==> src/rtl/reset_sequencer_if.sv <==
// rtl/reset_sequencer_if.sv - lock/request inputs and reset/status outputs of reset_sequencer
interface reset_sequencer_if;
  logic       pll_lock;
  logic       fw_reset_req;
  logic       wdt_reset_req;
  logic       periph_rst_n;
  logic       core_rst_n;
  logic [1:0] reset_cause;
  logic       lock_timeout;
  logic [7:0] reset_count;

  modport master (
    output pll_lock, fw_reset_req, wdt_reset_req,
    input  periph_rst_n, core_rst_n, reset_cause, lock_timeout, reset_count
  );

  modport slave (
    input  pll_lock, fw_reset_req, wdt_reset_req,
    output periph_rst_n, core_rst_n, reset_cause, lock_timeout, reset_count
  );
endinterface

==> src/rtl/reset_sequencer.sv <==
// rtl/reset_sequencer.sv - staged reset release after PLL lock with request/lock-loss restart
module reset_sequencer #(
  parameter int ASSERT_CYCLES = 16,
  parameter int STAGE_CYCLES  = 8,
  parameter int LOCK_TIMEOUT  = 255
) (
  input  logic             clk,
  input  logic             reset_n,
  reset_sequencer_if.slave rs
);

  typedef enum logic [1:0] {WAIT_LOCK, HOLD, REL_PERIPH, RUN} state_e;

  localparam logic [7:0] HOLD_LAST  = 8'(ASSERT_CYCLES - 1);
  localparam logic [7:0] STAGE_LAST = 8'(STAGE_CYCLES - 1);
  localparam logic [7:0] WAIT_LAST  = 8'(LOCK_TIMEOUT - 1);

  generate
    if (ASSERT_CYCLES < 1 || ASSERT_CYCLES > 255 ||
        STAGE_CYCLES  < 1 || STAGE_CYCLES  > 255 ||
        LOCK_TIMEOUT  < 1 || LOCK_TIMEOUT  > 255) begin : g_bad_param
      $error("reset_sequencer: cycle parameters must lie in 1..255");
    end
  endgenerate

  state_e     state_q, state_d;
  logic [7:0] ctr_q, ctr_d;
  logic       sync1_q, sync1_d;
  logic       lock_s_q, lock_s_d;
  logic       lock_dly_q, lock_dly_d;
  logic       periph_q, periph_d;
  logic       core_q, core_d;
  logic [1:0] cause_q, cause_d;
  logic       timeout_q, timeout_d;
  logic [7:0] count_q, count_d;

  logic lock_lost;
  logic restart;

  assign lock_lost = lock_dly_q & ~lock_s_q;

  // state register
  always_ff @(posedge clk) begin
    if (!reset_n) begin
      state_q    <= WAIT_LOCK;
      ctr_q      <= '0;
      sync1_q    <= 1'b0;
      lock_s_q   <= 1'b0;
      lock_dly_q <= 1'b0;
      periph_q   <= 1'b0;
      core_q     <= 1'b0;
      cause_q    <= 2'b00;
      timeout_q  <= 1'b0;
      count_q    <= '0;
    end else begin
      state_q    <= state_d;
      ctr_q      <= ctr_d;
      sync1_q    <= sync1_d;
      lock_s_q   <= lock_s_d;
      lock_dly_q <= lock_dly_d;
      periph_q   <= periph_d;
      core_q     <= core_d;
      cause_q    <= cause_d;
      timeout_q  <= timeout_d;
      count_q    <= count_d;
    end
  end

  // next-state logic
  always_comb begin
    state_d = state_q;
    unique case (state_q)
      WAIT_LOCK: begin
        if (lock_s_q || ctr_q == WAIT_LAST) state_d = HOLD;
      end
      HOLD: begin
        if (ctr_q == HOLD_LAST) state_d = REL_PERIPH;
      end
      REL_PERIPH: begin
        if (lock_lost)                state_d = WAIT_LOCK;
        else if (ctr_q == STAGE_LAST) state_d = RUN;
      end
      RUN: begin
        if (lock_lost)                                  state_d = WAIT_LOCK;
        else if (rs.wdt_reset_req || rs.fw_reset_req)   state_d = HOLD;
      end
      default: state_d = WAIT_LOCK;
    endcase
  end

  // output and bookkeeping logic, registered from the next state
  always_comb begin
    sync1_d    = rs.pll_lock;
    lock_s_d   = sync1_q;
    lock_dly_d = lock_s_q;
    ctr_d      = (state_d != state_q) ? 8'd0 : ctr_q + 8'd1;

    periph_d   = (state_d == REL_PERIPH) || (state_d == RUN);
    core_d     = (state_d == RUN);

    // Any fall back from REL_PERIPH/RUN is a sequencer-initiated reset.
    restart    = ((state_q == REL_PERIPH) || (state_q == RUN)) &&
                 ((state_d == WAIT_LOCK)  || (state_d == HOLD));

    cause_d    = cause_q;
    count_d    = count_q;
    if (restart) begin
      if (state_d == WAIT_LOCK)   cause_d = 2'b11;
      else if (rs.wdt_reset_req)  cause_d = 2'b10;
      else                        cause_d = 2'b01;
      if (count_q != 8'hff) count_d = count_q + 8'd1;
    end

    timeout_d  = timeout_q |
                 ((state_q == WAIT_LOCK) && (state_d == HOLD) && !lock_s_q);
  end

  assign rs.periph_rst_n = periph_q;
  assign rs.core_rst_n   = core_q;
  assign rs.reset_cause  = cause_q;
  assign rs.lock_timeout = timeout_q;
  assign rs.reset_count  = count_q;

endmodule

==> src/flat_wrapper.sv <==
// flat-port wrapper written by rule: the top's interface ports become plain ports
module reset_sequencer_flat 
#(
  parameter int ASSERT_CYCLES = 16,
  parameter int STAGE_CYCLES  = 8,
  parameter int LOCK_TIMEOUT  = 255
)
  (clk, reset_n, rs_pll_lock, rs_fw_reset_req, rs_wdt_reset_req, rs_periph_rst_n, rs_core_rst_n, rs_reset_cause, rs_lock_timeout, rs_reset_count);
  reset_sequencer_if rs_i ();
  input  logic clk;
  input  logic reset_n;
  input wire logic [$bits(rs_i.pll_lock)-1:0] rs_pll_lock;
  input wire logic [$bits(rs_i.fw_reset_req)-1:0] rs_fw_reset_req;
  input wire logic [$bits(rs_i.wdt_reset_req)-1:0] rs_wdt_reset_req;
  output wire logic [$bits(rs_i.periph_rst_n)-1:0] rs_periph_rst_n;
  output wire logic [$bits(rs_i.core_rst_n)-1:0] rs_core_rst_n;
  output wire logic [$bits(rs_i.reset_cause)-1:0] rs_reset_cause;
  output wire logic [$bits(rs_i.lock_timeout)-1:0] rs_lock_timeout;
  output wire logic [$bits(rs_i.reset_count)-1:0] rs_reset_count;
  assign rs_i.pll_lock = rs_pll_lock;
  assign rs_i.fw_reset_req = rs_fw_reset_req;
  assign rs_i.wdt_reset_req = rs_wdt_reset_req;
  assign rs_periph_rst_n = rs_i.periph_rst_n;
  assign rs_core_rst_n = rs_i.core_rst_n;
  assign rs_reset_cause = rs_i.reset_cause;
  assign rs_lock_timeout = rs_i.lock_timeout;
  assign rs_reset_count = rs_i.reset_count;
  reset_sequencer #(.ASSERT_CYCLES(ASSERT_CYCLES), .STAGE_CYCLES(STAGE_CYCLES), .LOCK_TIMEOUT(LOCK_TIMEOUT)) u_core (.clk(clk), .reset_n(reset_n), .rs(rs_i));
endmodule
==> config.mk <==
export PLATFORM = sky130hd
export DESIGN_NAME = reset_sequencer_flat
export DESIGN_NICKNAME = d
export VERILOG_FILES = /design/src/rtl/reset_sequencer_if.sv /design/src/rtl/reset_sequencer.sv /design/src/flat_wrapper.sv
export SDC_FILE = /design/constraint.sdc
export NUM_CORES = 1
export LEC_CHECK = 0
export CAP_MARGIN = 15
export CORE_MARGIN = 2
export CORE_UTILIZATION = 48
export DETAILED_ROUTE_END_ITERATION = 10
export GPL_ROUTABILITY_DRIVEN = 0
export HOLD_SLACK_MARGIN = 0.1
export PLACE_DENSITY = 0.84
export SYNTH_ARGS = -nofsm -noshare
export SYNTH_HDL_FRONTEND = slang
export SYNTH_SLANG_ARGS = --single-unit
==> constraint.sdc <==
create_clock -name clk -period 2.4 [get_ports clk]
set_input_delay 0.48 -clock clk [delete_from_list [all_inputs] [get_ports clk]]
set_output_delay 0.48 -clock clk [all_outputs]
set_load 0.01 [all_outputs]
Word-level counts from Yosys, hierarchy flattened
Cells that the tools add are included.
{"block": "classes", "n_mux": 9, "bitwise": 4, "reduce_logical": 13, "eq_ne": 11, "add_sub_neg": 2}
{"operator": "$add A8 B1 Y8 const B", "count": 2}
{"operator": "$mux W2", "count": 8}
{"operator": "$eq A2 B2 Y1 const B", "count": 4}
{"operator": "$eq A8 B3 Y1 const B", "count": 1}
{"operator": "$eq A8 B4 Y1 const B", "count": 1}
{"operator": "$eq A8 B8 Y1 const B", "count": 1}
{"operator": "$ne A8 B8 Y1 const B", "count": 1}
{"operator": "$pmux W2 S4", "count": 1}
{"operator": "$logic_or A1 B1 Y1", "count": 5}
{"operator": "$eq A2 B1 Y1 const B", "count": 2}
{"operator": "$logic_not A2 Y1", "count": 2}
{"operator": "$logic_and A1 B1 Y1", "count": 3}
{"operator": "$ne A2 B2 Y1", "count": 1}
{"operator": "$not A1 Y1", "count": 2}
{"operator": "$reduce_and A2 Y1", "count": 1}
{"operator": "$reduce_or A2 Y1", "count": 1}
{"operator": "$and A1 B1 Y1", "count": 1}
{"operator": "$logic_not A1 Y1", "count": 1}
{"operator": "$or A1 B1 Y1", "count": 1}
{"block": "totals", "ff_bits": 26, "in_bits": 5, "output_inout_bits": 13}

Longest topological paths before layout
Gate-level depths: netlist of the first run.
{"block": "depth", "ltp_word": 8, "depth_mapped": 6}

Worst setup path after synthesis of the first run
OpenSTA, ideal clock, no wires.
{"block": "synth_path", "path_kind": "register -> register", "startpoint": "reg u_core.ctr_q[4]", "endpoint": "reg u_core.core_q, in the netlist u_core.rs.core_rst_n", "synth_period_minus_slack_ns": 1.791, "path_stages_with_launch": 5, "setup_time_ns": 0.116, "path_slack_ns": 0.609, "path_buffers": 0, "required_ns": 2.284, "arrival_time_ns": 1.675, "cell_sequence": "dfxtp_1 or4_4 or4_4 o211a_1 and2_2"}
{"block": "synth_via", "elab_chain_len": 5, "word_cells_on_any_way": 10, "classes_between": "eq/ne: 4; mux: 5; reduce/logical: 1"}
{"element": "from (decl)", "line": "reset_sequencer.sv:27", "source": "logic [7:0] ctr_q, ctr_d;"}
{"element": "from (signal assigned)", "line": "reset_sequencer.sv:57", "source": "ctr_q <= ctr_d;"}
{"element": "$eq A8 B3 Y1 or $eq A8 B8 Y1 (tied branches)", "line": "reset_sequencer.sv:81, reset_sequencer.sv:74"}
{"element": "$mux W2 or $logic_or A1 B1 Y1 (tied branches)", "line": "reset_sequencer.sv:81, reset_sequencer.sv:74"}
{"element": "$mux W2 (on tied branches)", "line": "reset_sequencer.sv:80, reset_sequencer.sv:74"}
{"element": "$pmux W2 S4 *", "line": "reset_sequencer.sv:72", "source": "unique case (state_q)"}
{"element": "$eq A2 B2 Y1 *", "line": "reset_sequencer.sv:99", "source": "core_d = (state_d == RUN);"}
{"element": "to (signal assigned)", "line": "reset_sequencer.sv:62", "source": "core_q <= core_d;"}
{"element": "to (decl)", "line": "reset_sequencer.sv:32", "source": "logic core_q, core_d;"}
Mark *: on every way between the ends. The rest lies on a longest branch, timed or not.
A chain may end at the register's enable or synchronous reset.

Final worst setup path of the first run
{"block": "layout_path", "startpoint": "reg u_core.ctr_q[4]", "endpoint": "reg u_core.state_q[0]"}
{"block": "layout_via", "elab_chain_len": 4, "word_cells_on_any_way": 9, "classes_between": "eq/ne: 3; mux: 5; reduce/logical: 1"}
{"element": "$eq A8 B3 Y1 or $eq A8 B8 Y1 (tied branches)", "line": "reset_sequencer.sv:81, reset_sequencer.sv:74"}
{"element": "$mux W2 or $logic_or A1 B1 Y1 (tied branches)", "line": "reset_sequencer.sv:81, reset_sequencer.sv:74"}
{"element": "$mux W2 (on tied branches)", "line": "reset_sequencer.sv:80, reset_sequencer.sv:74"}
{"element": "$pmux W2 S4 *", "line": "reset_sequencer.sv:72"}
{"element": "to (signal assigned)", "line": "reset_sequencer.sv:56", "source": "state_q <= state_d;"}
{"element": "to (decl)", "line": "reset_sequencer.sv:26", "source": "state_e state_q, state_d;"}
Marks and branches as above.

==> results of run 1 <==
-- placed cells by master, fill, tap and decap left out, types with 3 or more instances in the layout --
cell type / n
sky130_fd_sc_hd__or4_1: 3
sky130_fd_sc_hd__xnor2_1: 3
sky130_fd_sc_hd__nor3_1: 5
sky130_fd_sc_hd__dfxtp_1: 26
sky130_fd_sc_hd__buf_4: 3
sky130_fd_sc_hd__inv_1: 5
sky130_fd_sc_hd__ha_1: 3
sky130_fd_sc_hd__o21a_1: 3
sky130_fd_sc_hd__and2_1: 3
sky130_fd_sc_hd__nand4_1: 3
sky130_fd_sc_hd__nand2_1: 6
sky130_fd_sc_hd__nor2_1: 10
sky130_fd_sc_hd__o21ai_0: 6
sky130_fd_sc_hd__o211a_1: 3
sky130_fd_sc_hd__xor2_1: 3
sky130_fd_sc_hd__clkbuf_4: 3
sky130_fd_sc_hd__nand3_1: 6
sky130_fd_sc_hd__clkdlybuf4s50_1: 17
sky130_fd_sc_hd__and3_1: 4
sky130_fd_sc_hd__a21oi_1: 6
-- sequential cells by signal (all words and copies together) (netlist names) --
register	count
u_core.rs.core_rst_n	1
u_core.ctr_q	8
u_core.state_q	2
u_core.rs.reset_cause	2
u_core.rs.reset_count	8
u_core.lock_s_d	1
u_core.rs.lock_timeout	1
u_core.lock_dly_d	1
u_core.rs.periph_rst_n	1
u_core.lock_dly_q	1
-- area by class of cell --
type	instances	area, um2
clock buffers	3	22.5
fillers	175	873
inverters	5	18.8
multi-input cells	92	613
flip-flops and latches	26	520
well taps	28	35.0
repair buffers	20	193
-- final timing paths --
kind         slack [ps]           endpoint  cells after the start
max                 490  u_core.state_q[0]                      4
min                 450  u_core.lock_dly_d                      1
max reg2reg         490  u_core.state_q[0]                      4
min reg2reg         450  u_core.lock_dly_d                      1
-- critical path, cell delays in order (launching register included) --
cell,delay [ps]
sky130_fd_sc_hd__dfxtp_1,380
sky130_fd_sc_hd__or4_4,570
sky130_fd_sc_hd__or4_4,510
sky130_fd_sc_hd__o211a_1,200
sky130_fd_sc_hd__and2_2,180
-- power by group through the flow --
| stage | Sequential (uW) | Combinational, uW | Clock, uW |
|---|---|---|---|
| global route | 447 | 37.7 | 202 |
| detailed placement | 455 | 32.7 | 0 |
| floorplan | 453 | 22.0 | 0 |
| CTS | 446 | 32.9 | 184 |
| finish | 446 | 32.8 | 177 |
| global placement | 455 | 32.0 | 0 |
-- cell families after synthesis --
family / Yosys count
and+or+nand+nor: 55
adders and majority gates: 3
DFF: 26
xor gates and xnor gates: 6
muxes: 2
buffers and inverters: 10
AOI/OAI and AO/OA: 26
-- per-layer routing --
metal	vias up	wire [um]	part of all wire (%)
met5	-	0	0
met4	0	14	0.58
met3	2	57	2.4
met2	16	1200	50
met1	459	1140	47
li1	499	-	-
-- stage by stage --
stage          worst slack, ps  total power [uW]  cell area [um2]  instances
2_1_floorplan              609               475             1180        128
3_3_place_gp               283               487             1380        171
3_5_place_dp               243               488             1380        171
4_1_cts                    494               663             1400        174
5_1_grt                    439               687             1400        174
6_report                   488               655             1400        174
==> impl_metrics.tcl, run 1 <==
set metrics [dict create \
    fp.dieArea_um2 2880 \
    die_y_um 53.6 \
    fp-row-count 17 \
    worst_slew_pin_slew_ps 549 \
    core_region_area_um2 2280 \
    met1_track_utilization_from_global_routing_pct 23.4 \
    clock_tree.htree_level_count 1 \
    grt_overflow_total 0 \
    netlist_top_cells_area "sky130_fd_sc_hd__dfxtp_1 44%, sky130_fd_sc_hd__ha_1 3.2%, sky130_fd_sc_hd__nor2_1 3.2%" \
    timing.critical_path.to_type "register" \
    dp.final_hpwl_um 1810 \
    report.final.setup_viol 0 \
    post_synthesis_share_of_cell_area_spent_on_and_or_nand_and_nor_gates_pct 27.2 \
    post_cts_resized 0 \
    hold_buffers 0 \
    grt_start_max_net_pins 15 \
    yosys-mux-area-fraction_pct 1.69 \
    cp_max_fo 5 \
    power_leakage_uw 0.000522 \
    cp_data_required_time_ps 2620 \
    grt.met2_usage_pct 35.4 \
    synth_cell_types 41 \
    max-clock-path-buffers 2 \
    netlist_area_um2 1180 \
    gr-usage-all-layers_pct 19.6 \
    wl_um 2410 \
    max_freq_mhz 523 \
    arrival_ps 2130 \
    setup-tns-final_ps 0 \
    n_antenna_cell 0 \
    ys_dominant_reg_cell "sky130_fd_sc_hd__dfxtp_1" \
    hold_start "u_core.lock_s_d" \
    critical_path_class "reg2reg" \
    antenna_left 0 \
    most_common_cell_in_the_synthesized_netlist "sky130_fd_sc_hd__dfxtp_1" \
    ys_seq_area_share_pct 44.0 \
    root_buffer "sky130_fd_sc_hd__clkbuf_4" \
    run_status "finished, final reports clean" \
    die_w_um 53.6 \
    finalClockSkew_ps 5.16 \
    number_of_global_route_vias_before_repair 960 \
    cts.sinks 26 \
    syn_nets 136 \
    post-route-min-period_ps 1910 \
    ratio_of_cells_with_drive_above_1_in_the_final_layout_pct 10.3 \
    postCtsSetupBuffers 0 \
    top_level_ports 18 \
    p_int_uw 514 \
    finalCritPeriodShare_pct 79.7 \
    route.detailed.drc 0 \
    synth_top_area_share_pct 44.0 \
    synth-compound-area-share_pct 15.3 \
    clkTransAtPathRegs_ps 130 \
    initial_core_util_pct 52.0 \
    synthesis.instances 128 \
    synth-async-reset-ratio_pct 0 \
    antenna_found_initial 0 \
    launching_element_type_of_the_critical_path "register" \
    combPwrFrac_pct 5.0 \
    insertion_delay_ps 310 \
    setup.worst_path.start "u_core.ctr_q[4]" \
    hold_viol 0 \
    yosysWarnings 0 \
    firstDrtPassIters 4 \
    grt_setup_unrepaired "no" \
    wl_per_cell_um 13.8 \
    power.density_nw_per_um2 467 \
    global_route_wire_length_before_repair_um 4110 \
    pwr-share-seq_pct 68.0 \
    detail_route.iter0.violations 26 \
    numCtsBuffers 3 \
    timing.hold.worst.class "reg2reg" \
    power_frac_clock_pct 27.0 \
    synth_edf_count 0 \
    avgViaCountPerCell 5.61 \
    switching_share_pct 21.5 \
    synthDominantAreaCellType "sky130_fd_sc_hd__dfxtp_1" \
    largest_family_of_logic_cells_by_synthesized_area "simple AND/OR/NAND/NOR gates" \
    parity_gate_share_of_the_synthesized_area_counting_xor_and_xnor_cells_pct 4.44 \
    synth_seq_cells 26 \
    route.vias.total 976 \
    regToRegStartpoint "u_core.ctr_q[4]" \
    max-cap-violations 0 \
    numPortBuffers 17 \
    cts_tree "built" \
    final-max-slew-violation-count 0 \
    irDropWorstVdd_mv 0.505 \
    switching_power_uw 141 \
    gr-max-usage-layer "met2" \
    slew_headroom_pct 62.9 \
    synthTopCellsByCount "26 x sky130_fd_sc_hd__dfxtp_1, 10 x sky130_fd_sc_hd__nor2_1" \
    num-nets-final 156 \
    hold_slack_ps 449 \
    grt.met3_usage_pct 4.17 \
    adder_cell_area_share_of_the_yosys_netlist_pct 3.17 \
    area_growth_syn_to_layout_pct 18.6 \
    syn_area_per_cell_um2 9.24 \
    final_core_area_utilization_pct 61.6 \
]
Note: power is estimated with default switching activity, not from simulation.
==> inputs of run 2 (changes only) <==
==> constraint.sdc (replaced) <==
create_clock -name clk -period 1.94 [get_ports clk]
set_input_delay 0.388 -clock clk [delete_from_list [all_inputs] [get_ports clk]]
set_output_delay 0.388 -clock clk [all_outputs]
set_load 0.01 [all_outputs]
==> run 2 against run 1 <==
Compared with the run above: wire length increased by 3.6%; design area increased by 2.1%; clock-buffer cell count unchanged; core utilization increased by 1.3 points; global-route usage increased by 0.90 points; critical path type unchanged; critical endpoint is now u_core.rs.core_rst_n.
==> impl_metrics.tcl, run 2 (synthesized netlist as in run 1, its figures left out) <==
set metrics [dict create \
    wl_per_cell_um 14.0 \
    max-cap-violations 0 \
    hold_buffers 0 \
    die_w_um 53.6 \
    met1_track_utilization_from_global_routing_pct 22.1 \
    hold_start "u_core.lock_s_d" \
    fp.dieArea_um2 2880 \
    n_antenna_cell 0 \
    max_freq_mhz 534 \
    detail_route.iter0.violations 28 \
    antenna_found_initial 0 \
    grt_setup_unrepaired "no" \
    clkTransAtPathRegs_ps 130 \
    cts_tree "built" \
    slew_headroom_pct 63.9 \
    power.density_nw_per_um2 576 \
    run_status "finished, final reports clean" \
    firstDrtPassIters 4 \
    launching_element_type_of_the_critical_path "register" \
    critical_path_class "reg2reg" \
    hold_viol 0 \
    number_of_global_route_vias_before_repair 995 \
    post_cts_resized 0 \
    finalCritPeriodShare_pct 96.6 \
    grt_overflow_total 0 \
    clock_tree.htree_level_count 1 \
    route.vias.total 1022 \
    fillerInstances 194 \
    numPortBuffers 17 \
    detailedPlace.worstSlack_ps -85.2 \
    worst_slew_pin_slew_ps 533 \
    area_growth_syn_to_layout_pct 21.2 \
    final.setup.worst_slack_ps 66.7 \
    final-max-slew-violation-count 0 \
    insertion_delay_ps 330 \
    cpMaxStageDelayCell "sky130_fd_sc_hd__or4_4" \
    postCtsSetupBuffers 0 \
    power_leakage_uw 0.000542 \
    antenna_left 0 \
    cp_max_fo 4 \
    gr-max-usage-layer "met2" \
    wl_um 2490 \
    worst_path_most_repeated_cell "sky130_fd_sc_hd__or4_4" \
    cell_chain_of_the_critical_path "or4_4, or4_4, o211a_1, and2_2" \
    root_buffer "sky130_fd_sc_hd__clkbuf_4" \
    timing.critical_path.to_type "register" \
    avgViaCountPerCell 5.74 \
    top_level_ports 18 \
    gr-usage-all-layers_pct 20.6 \
    cp_data_required_time_ps 2180 \
    irDropWorstVdd_mv 0.646 \
    num-nets-final 160 \
    timing.hold.worst.class "reg2reg" \
    ratio_of_cells_with_drive_above_1_in_the_final_layout_pct 12.7 \
    max_stage_delay_ps 550 \
    regToRegStartpoint "u_core.ctr_q[5]" \
    grt_start_max_net_pins 15 \
    max-clock-path-buffers 2 \
    numCtsBuffers 3 \
    grt.met2_usage_pct 35.0 \
    setup.worst_path.start "u_core.ctr_q[5]" \
    final_core_area_utilization_pct 62.9 \
    grt.met3_usage_pct 5.83 \
    report.final.setup_viol 0 \
    global_route_wire_length_before_repair_um 4150 \
    core_region_area_um2 2280 \
    die_y_um 53.6 \
    route.detailed.drc 0 \
    initial_core_util_pct 52.0 \
    arrival_ps 2110 \
    layout.cells.most_common_list "26 x sky130_fd_sc_hd__dfxtp_1, 17 x sky130_fd_sc_hd__clkdlybuf4s50_1, 10 x sky130_fd_sc_hd__nor2_1" \
    cts.sinks 26 \
    fp-row-count 17 \
    post-route-min-period_ps 1870 \
    mostFrequentLayoutCell "sky130_fd_sc_hd__dfxtp_1" \
    finalClockSkew_ps 5.25 \
    dp.final_hpwl_um 1880 \
]
-- run 2: worst paths after layout --
kind,endpoint,slack (ps),cells past startpoint
max,u_core.rs.core_rst_n,70,4
min,u_core.lock_dly_d,450,1
max reg2reg,u_core.rs.core_rst_n,70,4
min reg2reg,u_core.lock_dly_d,450,1
-- run 2: where the power goes --
part,leakage [uW],internal [uW],total [uW],switching [uW]
Sequential,0.000211,543,550,7.58
Clock,0.0000138,73.2,230,157
Combinational,0.000318,23.2,45.3,22.1
-- run 2: critical path, delay by kind of cell (launching register included) --
family	cells	cell delay [ps]
AOI/OAI and AO/OA	1	180
DFF	1	370
and+or+nand+nor	3	1220
-- run 2: stage by stage --
step	cell area, um2	cells	setup TNS (ps)	hold WS, ps	power (uW)
floorplan	1180	128	0	412	587
global placement	1410	175	-54.5	415	605
detailed placement	1410	175	-248	427	608
CTS	1430	178	0	457	834
global route	1430	178	0	467	853
finish	1430	178	0	451	825
-- run 2: cell type report --
type / instances / area, um2 / share of cell area (%)
inverter: 5 / 18.8 / 1.31
timing repair buffer: 24 / 223 / 15.5
clock buffer: 3 / 22.5 / 1.57
multi-input combinational: 92 / 613 / 42.8
sequential: 26 / 520 / 36.3
tap: 28 / 35.0 / 2.45
-- run 2: layer usage --
layer	up-vias	wire, um
met5	-	0
met4	0	67
met3	7	98
met2	20	1250
met1	489	1080
li1	506	-
==> inputs of run 3 (changes only) <==
--- a/config.mk
+++ b/config.mk
@@ -7,11 +7,11 @@
 export LEC_CHECK = 0
 export CAP_MARGIN = 15
 export CORE_MARGIN = 2
-export CORE_UTILIZATION = 48
+export CORE_UTILIZATION = 52
 export DETAILED_ROUTE_END_ITERATION = 10
 export GPL_ROUTABILITY_DRIVEN = 0
 export HOLD_SLACK_MARGIN = 0.1
-export PLACE_DENSITY = 0.84
+export PLACE_DENSITY = 0.89
 export SYNTH_ARGS = -nofsm -noshare
 export SYNTH_HDL_FRONTEND = slang
 export SYNTH_SLANG_ARGS = --single-unit
==> run 3 against run 2 <==
Compared with the run above: critical endpoint is now u_core.state_q[0]; largest cell class unchanged; largest power group unchanged; critical path type unchanged; wire length down 1.9%; sequential power about the same; sequential share of layout area down 0.35 points.
==> impl_metrics.tcl, run 3 (synthesized netlist as in run 1, its figures left out) <==
set metrics [dict create \
    grt_setup_unrepaired "no" \
    fp-row-count 17 \
    numPortBuffers 17 \
    insertion_delay_ps 310 \
    hold_start "u_core.lock_s_d" \
    run_status "finished, final reports clean" \
    wl_um 2450 \
    cts_tree "built" \
    finalCritPeriodShare_pct 96.3 \
    n_antenna_cell 0 \
    die_w_um 51.7 \
    global_route_wire_length_before_repair_um 4190 \
    hold_viol 0 \
    cpMaxStageDelayCell "sky130_fd_sc_hd__or4_4" \
    route.vias.total 1023 \
    fillerInstances 190 \
    combPwrFrac_pct 5.3 \
    detailedPlace.worstSlack_ps -162 \
    dp.final_hpwl_um 1850 \
    buf_inv_on_cp 0 \
    firstDrtPassIters 4 \
    irDropWorstVdd_mv 0.552 \
    postCtsSetupBuffers 0 \
    finalClockSkew_ps 0.908 \
    root_buffer "sky130_fd_sc_hd__clkbuf_4" \
    clock_tree.htree_level_count 1 \
    cell_chain_of_the_critical_path "or4_4, or4_4, o211a_1, and2_2" \
    core_region_area_um2 2190 \
    grt_overflow_total 0 \
    gr-usage-all-layers_pct 20.9 \
    cp_max_fo 4 \
    clkTransAtPathRegs_ps 130 \
    placement.cell_area_um2 1410 \
    antenna_found_initial 0 \
    initial_core_util_pct 54.0 \
    detail_route.iter0.violations 22 \
    worst_path_dominant_cell_family "simple AND/OR/NAND/NOR gates" \
    post-route-min-period_ps 1870 \
    setup-tns-final_ps 0 \
    wl_per_cell_um 13.7 \
    antenna_left 0 \
    cts.sinks 26 \
    launching_element_type_of_the_critical_path "register" \
    switching_power_uw 182 \
    area_growth_syn_to_layout_pct 22.3 \
    layout.cells.most_common_list "26 x sky130_fd_sc_hd__dfxtp_1, 17 x sky130_fd_sc_hd__clkdlybuf4s50_1, 10 x sky130_fd_sc_hd__nor2_1" \
    avgViaCountPerCell 5.72 \
    mostFrequentLayoutCell "sky130_fd_sc_hd__dfxtp_1" \
    setup.worst_path.start "u_core.ctr_q[5]" \
    slew_headroom_pct 65.7 \
    power.density_nw_per_um2 596 \
    power_leakage_uw 0.000549 \
    fp.dieArea_um2 2670 \
    report.final.setup_viol 0 \
    timing.hold.worst.class "reg2reg" \
    numCtsBuffers 3 \
    critical_path_class "reg2reg" \
    hold_buffers 0 \
    worst_slew_pin_slew_ps 508 \
    die_y_um 51.7 \
    max-clock-path-buffers 2 \
    timing.critical_path.to_type "register" \
    final.setup.worst_slack_ps 72.1 \
    arrival_ps 2090 \
    regToRegStartpoint "u_core.ctr_q[5]" \
    final_area_um2 1450 \
    route.detailed.drc 0 \
    max-cap-violations 0 \
    ratio_of_cells_with_drive_above_1_in_the_final_layout_pct 13.2 \
    top_level_ports 18 \
    pwr-share-seq_pct 63.9 \
    p_int_uw 680 \
    max_freq_mhz 535 \
    max_stage_delay_ps 540 \
    cp_data_required_time_ps 2170 \
    num-nets-final 160 \
    worst_path_most_repeated_cell "sky130_fd_sc_hd__or4_4" \
    post_cts_resized 0 \
    switching_share_pct 21.1 \
    number_of_global_route_vias_before_repair 1015 \
    power_frac_clock_pct 30.8 \
    grt_start_max_net_pins 15 \
    final-max-slew-violation-count 0 \
]
run 3: changes by cell type in the layout (fill, tap and decap cells not counted):
cell                       previous run  this run
sky130_fd_sc_hd__clkbuf_8             0         1
run 3: power by group through the flow:
stage	registers, uW	clock network (uW)	logic [uW]
after detailed placement	563	0	45.3
final	551	265	45.4
after global placement	561	0	41.9
after global routing	552	298	50.6
after CTS	551	273	45.4
after floorplan	560	0	27.2
run 3: path summary, 6_finish.rpt:
check | endpoint | slack (ps) | cells after the start
max | u_core.state_q[0] | 70 | 4
min | u_core.lock_dly_d | 450 | 1
max reg2reg | u_core.state_q[0] | 70 | 4
min reg2reg | u_core.lock_dly_d | 450 | 1
run 3: stage by stage:
step / utilization, % / std cells / total power [uW] / hold WS (ps)
2_1_floorplan: - / 128 / 587 / 412
3_3_place_gp: 64.4 / 175 / 603 / 415
3_5_place_dp: 64.4 / 175 / 608 / 428
4_1_cts: 66.0 / 179 / 870 / 459
5_1_grt: 66.0 / 179 / 901 / 478
6_report: 66.0 / 179 / 862 / 452
run 3: layout make-up:
type / count / area [um2] / share of cell area [%]
multi-input cells: 92 / 613 / 42.4
flip-flops and latches: 26 / 520 / 36.0
repair buffers: 24 / 223 / 15.4
clock buffers: 4 / 36.3 / 2.51
well taps: 28 / 35.0 / 2.42
inverters: 5 / 18.8 / 1.30
run 3: routing by layer:
| metal | global-route usage [%] | part of all wire [%] | vias up |
|---|---|---|---|
| met4 | 13.6 | 2.1 | 0 |
| met3 | 2.01 | 2.9 | 4 |
| met2 | 35.0 | 51 | 25 |
| li1 | - | - | 506 |
| met1 | 25.4 | 44 | 488 |
| met5 | 0 | 0 | - |
